## config.mk

```make
export PLATFORM = sky130hd
export DESIGN_NAME = fetch_unit
export DESIGN_NICKNAME = d
export VERILOG_FILES = /design/src/rtl/fetch_unit_pkg.sv /design/src/rtl/fetch_unit_add4.sv /design/src/rtl/fetch_unit.sv
export SDC_FILE = /design/constraint.sdc
export NUM_CORES = 1
export LEC_CHECK = 0
export CORE_MARGIN = 2
export CORE_UTILIZATION = 55
export CTS_CLUSTER_SIZE = 25
export DETAILED_ROUTE_END_ITERATION = 10
export PLACE_DENSITY = 0.86
export SETUP_SLACK_MARGIN = 0.4
export SLEW_MARGIN = 5
export SYNTH_ARGS = -nofsm -noshare
export SYNTH_HDL_FRONTEND = slang
export SYNTH_SLANG_ARGS = --single-unit
```

## constraint.sdc

```tcl
create_clock -name clk -period 5.3 [get_ports clk]
set_input_delay 1.06 -clock clk [delete_from_list [all_inputs] [get_ports clk]]
set_output_delay 1.06 -clock clk [all_outputs]
set_load 0.02 [all_outputs]
```

## src/rtl/fetch_unit_pkg.sv

```systemverilog
// rtl/fetch_unit_pkg.sv - shared state encodings and constants for the fetch stage
package fetch_unit_pkg;

    typedef enum logic [1:0] {
        ST_FETCH = 2'd0,
        ST_DRAIN = 2'd1,
        ST_HOLD  = 2'd2
    } fetch_state_t;

    localparam logic [31:0] DEFAULT_RESET_PC = 32'h0000_0000;
    localparam logic [31:0] DEFAULT_NOP      = 32'h0000_0000;

    // J-type target = {pc4[31:28], instr[25:0], 2'b00}
    localparam int JUMP_PC_HI_W = 4;
    localparam int JUMP_IDX_W   = 26;

endpackage

```

## src/rtl/fetch_unit_add4.sv

```systemverilog
// rtl/fetch_unit_add4.sv - 32-bit PC+4 incrementer, wraps modulo 2^32
module fetch_unit_add4 (
    input  logic [31:0] i_a,
    output logic [31:0] o_sum
);

    assign o_sum = i_a + 32'd4;

endmodule

```

## src/rtl/fetch_unit.sv

```systemverilog
// rtl/fetch_unit.sv - instruction fetch stage: PC, imem handshake, IF/ID buffer
module fetch_unit
    import fetch_unit_pkg::*;
#(
    parameter logic [31:0] RESET_PC = DEFAULT_RESET_PC,
    parameter logic [31:0] NOP      = DEFAULT_NOP
) (
    input  logic        clk,
    input  logic        rst,
    input  logic        inStall,
    input  logic        inBranchTaken,
    input  logic [31:0] inBranchTarget,
    input  logic        inJumpTaken,
    input  logic [31:0] inJumpTarget,
    output logic        outMemReq,
    output logic [31:0] outMemAddr,
    input  logic        inMemReady,
    input  logic [31:0] inMemData,
    output logic [31:0] outAdd,
    output logic [31:0] outInsMem,
    output logic [31:0] outJump,
    output logic        outValid
);

    fetch_state_t r_state;
    logic [31:0]  r_pc;
    logic [31:0]  r_pend_pc;
    logic [31:0]  r_hold_ins;
    logic [31:0]  r_hold_add;
    logic [31:0]  r_out_ins;
    logic [31:0]  r_out_add;
    logic         r_out_valid;

    fetch_state_t w_state_nxt;
    logic [31:0]  w_pc_nxt;
    logic [31:0]  w_pend_pc_nxt;
    logic [31:0]  w_hold_ins_nxt;
    logic [31:0]  w_hold_add_nxt;
    logic [31:0]  w_out_ins_nxt;
    logic [31:0]  w_out_add_nxt;
    logic         w_out_valid_nxt;
    logic [31:0]  w_pc_plus4;
    logic         w_redirect;
    logic [31:0]  w_target;

    fetch_unit_add4 u_add4 (
        .i_a   (r_pc),
        .o_sum (w_pc_plus4)
    );

    assign w_redirect = inBranchTaken | inJumpTaken;
    assign w_target   = inBranchTaken ? inBranchTarget : inJumpTarget;

    assign outMemReq  = (r_state != ST_HOLD);
    assign outMemAddr = r_pc;
    assign outAdd     = r_out_add;
    assign outInsMem  = r_out_ins;
    assign outValid   = r_out_valid;
    assign outJump    = {r_out_add[31 -: JUMP_PC_HI_W], r_out_ins[JUMP_IDX_W-1:0], 2'b00};

    always_ff @(posedge clk) begin
        if (rst) begin
            r_state     <= ST_FETCH;
            r_pc        <= RESET_PC;
            r_pend_pc   <= 32'd0;
            r_hold_ins  <= 32'd0;
            r_hold_add  <= 32'd0;
            r_out_ins   <= NOP;
            r_out_add   <= 32'd0;
            r_out_valid <= 1'b0;
        end else begin
            r_state     <= w_state_nxt;
            r_pc        <= w_pc_nxt;
            r_pend_pc   <= w_pend_pc_nxt;
            r_hold_ins  <= w_hold_ins_nxt;
            r_hold_add  <= w_hold_add_nxt;
            r_out_ins   <= w_out_ins_nxt;
            r_out_add   <= w_out_add_nxt;
            r_out_valid <= w_out_valid_nxt;
        end
    end

    always_comb begin
        w_state_nxt     = r_state;
        w_pc_nxt        = r_pc;
        w_pend_pc_nxt   = r_pend_pc;
        w_hold_ins_nxt  = r_hold_ins;
        w_hold_add_nxt  = r_hold_add;
        w_out_ins_nxt   = r_out_ins;
        w_out_add_nxt   = r_out_add;
        w_out_valid_nxt = r_out_valid;

        case (r_state)
            ST_FETCH: begin
                if (w_redirect) begin
                    if (inMemReady) begin
                        w_pc_nxt = w_target;
                    end else begin
                        // request already on the bus: let it complete, then retarget
                        w_pend_pc_nxt = w_target;
                        w_state_nxt   = ST_DRAIN;
                    end
                end else if (inMemReady) begin
                    w_pc_nxt = w_pc_plus4;
                    if (!inStall) begin
                        w_out_ins_nxt   = inMemData;
                        w_out_add_nxt   = w_pc_plus4;
                        w_out_valid_nxt = 1'b1;
                    end else begin
                        w_hold_ins_nxt = inMemData;
                        w_hold_add_nxt = w_pc_plus4;
                        w_state_nxt    = ST_HOLD;
                    end
                end else if (!inStall) begin
                    w_out_ins_nxt   = NOP;
                    w_out_valid_nxt = 1'b0;
                end
            end
            ST_DRAIN: begin
                if (w_redirect) begin
                    w_pend_pc_nxt = w_target;
                end
                if (inMemReady) begin
                    w_pc_nxt    = w_redirect ? w_target : r_pend_pc;
                    w_state_nxt = ST_FETCH;
                end
                if (!inStall) begin
                    w_out_ins_nxt   = NOP;
                    w_out_valid_nxt = 1'b0;
                end
            end
            ST_HOLD: begin
                if (w_redirect) begin
                    w_pc_nxt    = w_target;
                    w_state_nxt = ST_FETCH;
                end else if (!inStall) begin
                    w_out_ins_nxt   = r_hold_ins;
                    w_out_add_nxt   = r_hold_add;
                    w_out_valid_nxt = 1'b1;
                    w_state_nxt     = ST_FETCH;
                end
            end
            default: begin
                w_state_nxt = ST_FETCH;
            end
        endcase

        // flush overrides stall
        if (w_redirect) begin
            w_out_ins_nxt   = NOP;
            w_out_valid_nxt = 1'b0;
        end
    end

endmodule

```

==> impl_metrics.toml <==
[timing]
max_freq_mhz = 272
finalSetupViolations = 0
rsz0062_at_grt = "no"
final.period_utilization_pct = 69.4
period_needed_ns = 3.68
max_slew_margin_pct = 27.0
hold_violations = 0
timing.hold.ws_ns = 0.454
fin_worst_skew_ns = 0.0106
setup_tns_ns = 0
setup_slack_ns = 1.62
maxSlewViolCount = 0
worstMarginPinSlew_ns = 1.09

[yosys]
synth_cell_type_count = 78
postSynthAreaPerCell_um2 = 7.71
yosys-top-cells-area = "dfxtp_1 (38%), nand2_1 (7.1%), nor2_1 (6.7%)"
synth_compound_area_share_pct = 24.8
yosysSeqAreaShare_pct = 38.4
synth_mux_area_share_pct = 5.41
synth-seq-cells = 195
async_flop_share_pct = 0
synth-edff-count = 0
yosysTopAreaCell = "dfxtp_1"
ys_top_cells_by_count = "dfxtp_1 (195), nand2_1 (192), nor2_1 (181)"
syn_area_um2 = 10200
yosys.area_share.simple_pct = 20.5
synthAdderAreaFrac_pct = 0.616
netlist.area_leader.share_pct = 38.4
ys_dominant_reg_cell = "dfxtp_1"
synth_cells = 1318
synth_top_family_by_area = "compound AO/OA/AOI/OAI gates"
yosys_warnings = 0
synthXorXnorAreaFrac_pct = 2.31
yosysMostFrequentCell = "dfxtp_1"

[routing]
drtIter0Drc = 1289
wl_per_cell_um = 18.3
wl_um = 30800
post-route-drc-count = 0
dr.pass1.iters = 6
vias_per_cell = 6.21
ant_nets = 0
via_count = 10500

[clock_network]
clkLatencyLatePin_ns = 0.45
tritoncts = "done"
clockRootBuffer = "clkbuf_16"
clk_pin_slew_worst_paths_ns = 0.07
cts_buffer_depth = 2
cts_sinks = 195
ctsResizeCount = 0
htreeDepth = 4
hold_buffers = 0
cts_setup_buffers = 0
cts-buffers-inserted = 17

[power]
switching_share_pct = 33.3
clockPowerShare_pct = 34.2
peakVddDrop_uv = 297
internal_power_mw = 2.82
p_total_mw = 4.23
power_leakage_nw = 4.60
pwr-share-seq_pct = 40.4
power_density_nw_per_um2 = 329
p_sw_mw = 1.41
combPwrFrac_pct = 25.4

[setup_path]
crit_required_ns = 5.65
crit_type = "in2reg"
cp-end-kind = "flop"
cp-start-kind = "primary input"
crit_top_cell = "nor2_1"
worstReg2RegStart = "r_state[1]"
critical-path-max-stage-delay_ns = 0.65
cp_data_arrival_time_ns = 4.03
cpMaxStageDelayCell = "nor2_1"
crit_chain = "clkdlybuf4s50_1 > nor2_1 > and2_1 > and3_2 > buf_4 > nor2_1 > a211oi_1"
r2r_setup_slack_ns = 2.04
crit_start = "inJumpTaken"
r2r_cells = 8
r2r_end = "outMemAddr[28]"
cp-endpoint = "r_hold_add[5]"
cp_max_fo = 60

[floorplan]
die_w_um = 140
core.rowCount = 49
coreArea_um2 = 18000
start_util_pct = 56.4
die_y_um = 140
ios = 232
dieArea_um2 = 19600

[global_routing]
grt_antenna_before_repair = 0
gr-total-overflow = 0
grt_pass1_vias = 9381
grt_max_degree = 88
grt_pass1_wl_um = 49100
grtUsageTotal_pct = 30.7

[layout]
syn2layout_area_growth_pct = 26.4
drive_above_1_share_pct = 5.98
final_area_um2 = 12800
nets = 1550
layout.cells.non_filler = 1685
antenna_cells = 0
final_core_util_pct = 71.2

[run_status]
status = "complete, no violations"

[place]
place_ws_ns = 1.30
dp_hpwl_um = 20900
dp.cells = 1653
place.gp.congestion = 0.976
portBuffers = 229
placed_area_um2 = 12200

[run]
cap_violations = 0

[min_path]
hold_depth = 2
worstHoldPathType = "reg2reg"
==> layout by cell type (no fill, tap or decap), drive strengths merged, types with 7 or more instances in the layout <==
cell | netlist | routed
mux2i | 47 | 47
clkdlybuf4s50 | 0 | 227
mux2 | 7 | 7
clkbuf | 85 | 17
nor2 | 182 | 182
a31oi | 15 | 15
nand3 | 25 | 25
a22oi | 35 | 35
xnor2 | 12 | 12
o22ai | 7 | 7
a21oi | 127 | 127
nand2b | 14 | 14
o21ai | 71 | 71
dfxtp | 195 | 195
xor2 | 14 | 14
inv | 13 | 20
nand2 | 192 | 192
buf | 59 | 23
and3 | 11 | 11
a211oi | 48 | 48
nor3 | 19 | 19
o211ai | 36 | 36
nand4 | 10 | 10
==> registers in the layout, summed over array words and instances (netlist names), named ones only <==
name and cells:
outAdd 32, outInsMem 32, outMemAddr 32, r_hold_add 32, r_hold_ins 32, r_pend_pc 32
r_state 2
==> logic make-up (layout without fill, tap and decap cells) <==
logic type	count (synthesis)	in the layout
simple gates	482	482
fa+ha+maj	5	5
mux	54	54
other cells	1	2
xor+xnor	26	26
compound gates	397	397
buf+inv	158	295
flops	195	195
==> worst max-delay path: cells and delay by family <==
family / cells / cell delay [ns]
AOI/OAI and AO/OA: 1 / 0.26
buffers and inverters: 2 / 1.15
and+or+nand+nor: 4 / 1.53
==> power by group through the flow <==
stage	combinational [mW]	clock [mW]	sequential (mW)
4_1_cts	1.05	1.45	1.70
2_1_floorplan	0.640	0	1.75
6_report	1.07	1.45	1.71
3_5_place_dp	1.04	0	1.73
3_3_place_gp	1.02	0	1.73
5_1_grt	1.16	1.51	1.72
==> layer usage <==
layer | share of wire (%) | track usage, % | wire, um
met5 | 0 | 0 | 0
met4 | 2.8 | 11.4 | 872
met1 | 41 | 42.5 | 12700
met2 | 46 | 47.4 | 14100
met3 | 10 | 6.56 | 3200
==> area by class of cell <==
class                   instances  area [um2]
clock buffers                  17         425
clock inverters                15         240
fillers                      1438        5180
inverters                      13        48.8
multi-input cells             966        5490
flip-flops and latches        195        3900
well taps                     229         287
repair buffers                250        2440
==> worst min-delay path by stage <==
stage | slack (ns) | start | to
floorplan | 0.44 | r_hold_add[0] | r_hold_add[0]
global placement | 0.44 | outAdd[12] | outAdd[12]
detailed placement | 0.45 | r_hold_ins[6] | r_hold_ins[6]
CTS | 0.46 | outAdd[14] | outAdd[14]
global route | 0.47 | outAdd[16] | outAdd[16]
finish | 0.45 | outAdd[14] | outAdd[14]
Note: power is estimated with default switching activity, not from simulation.
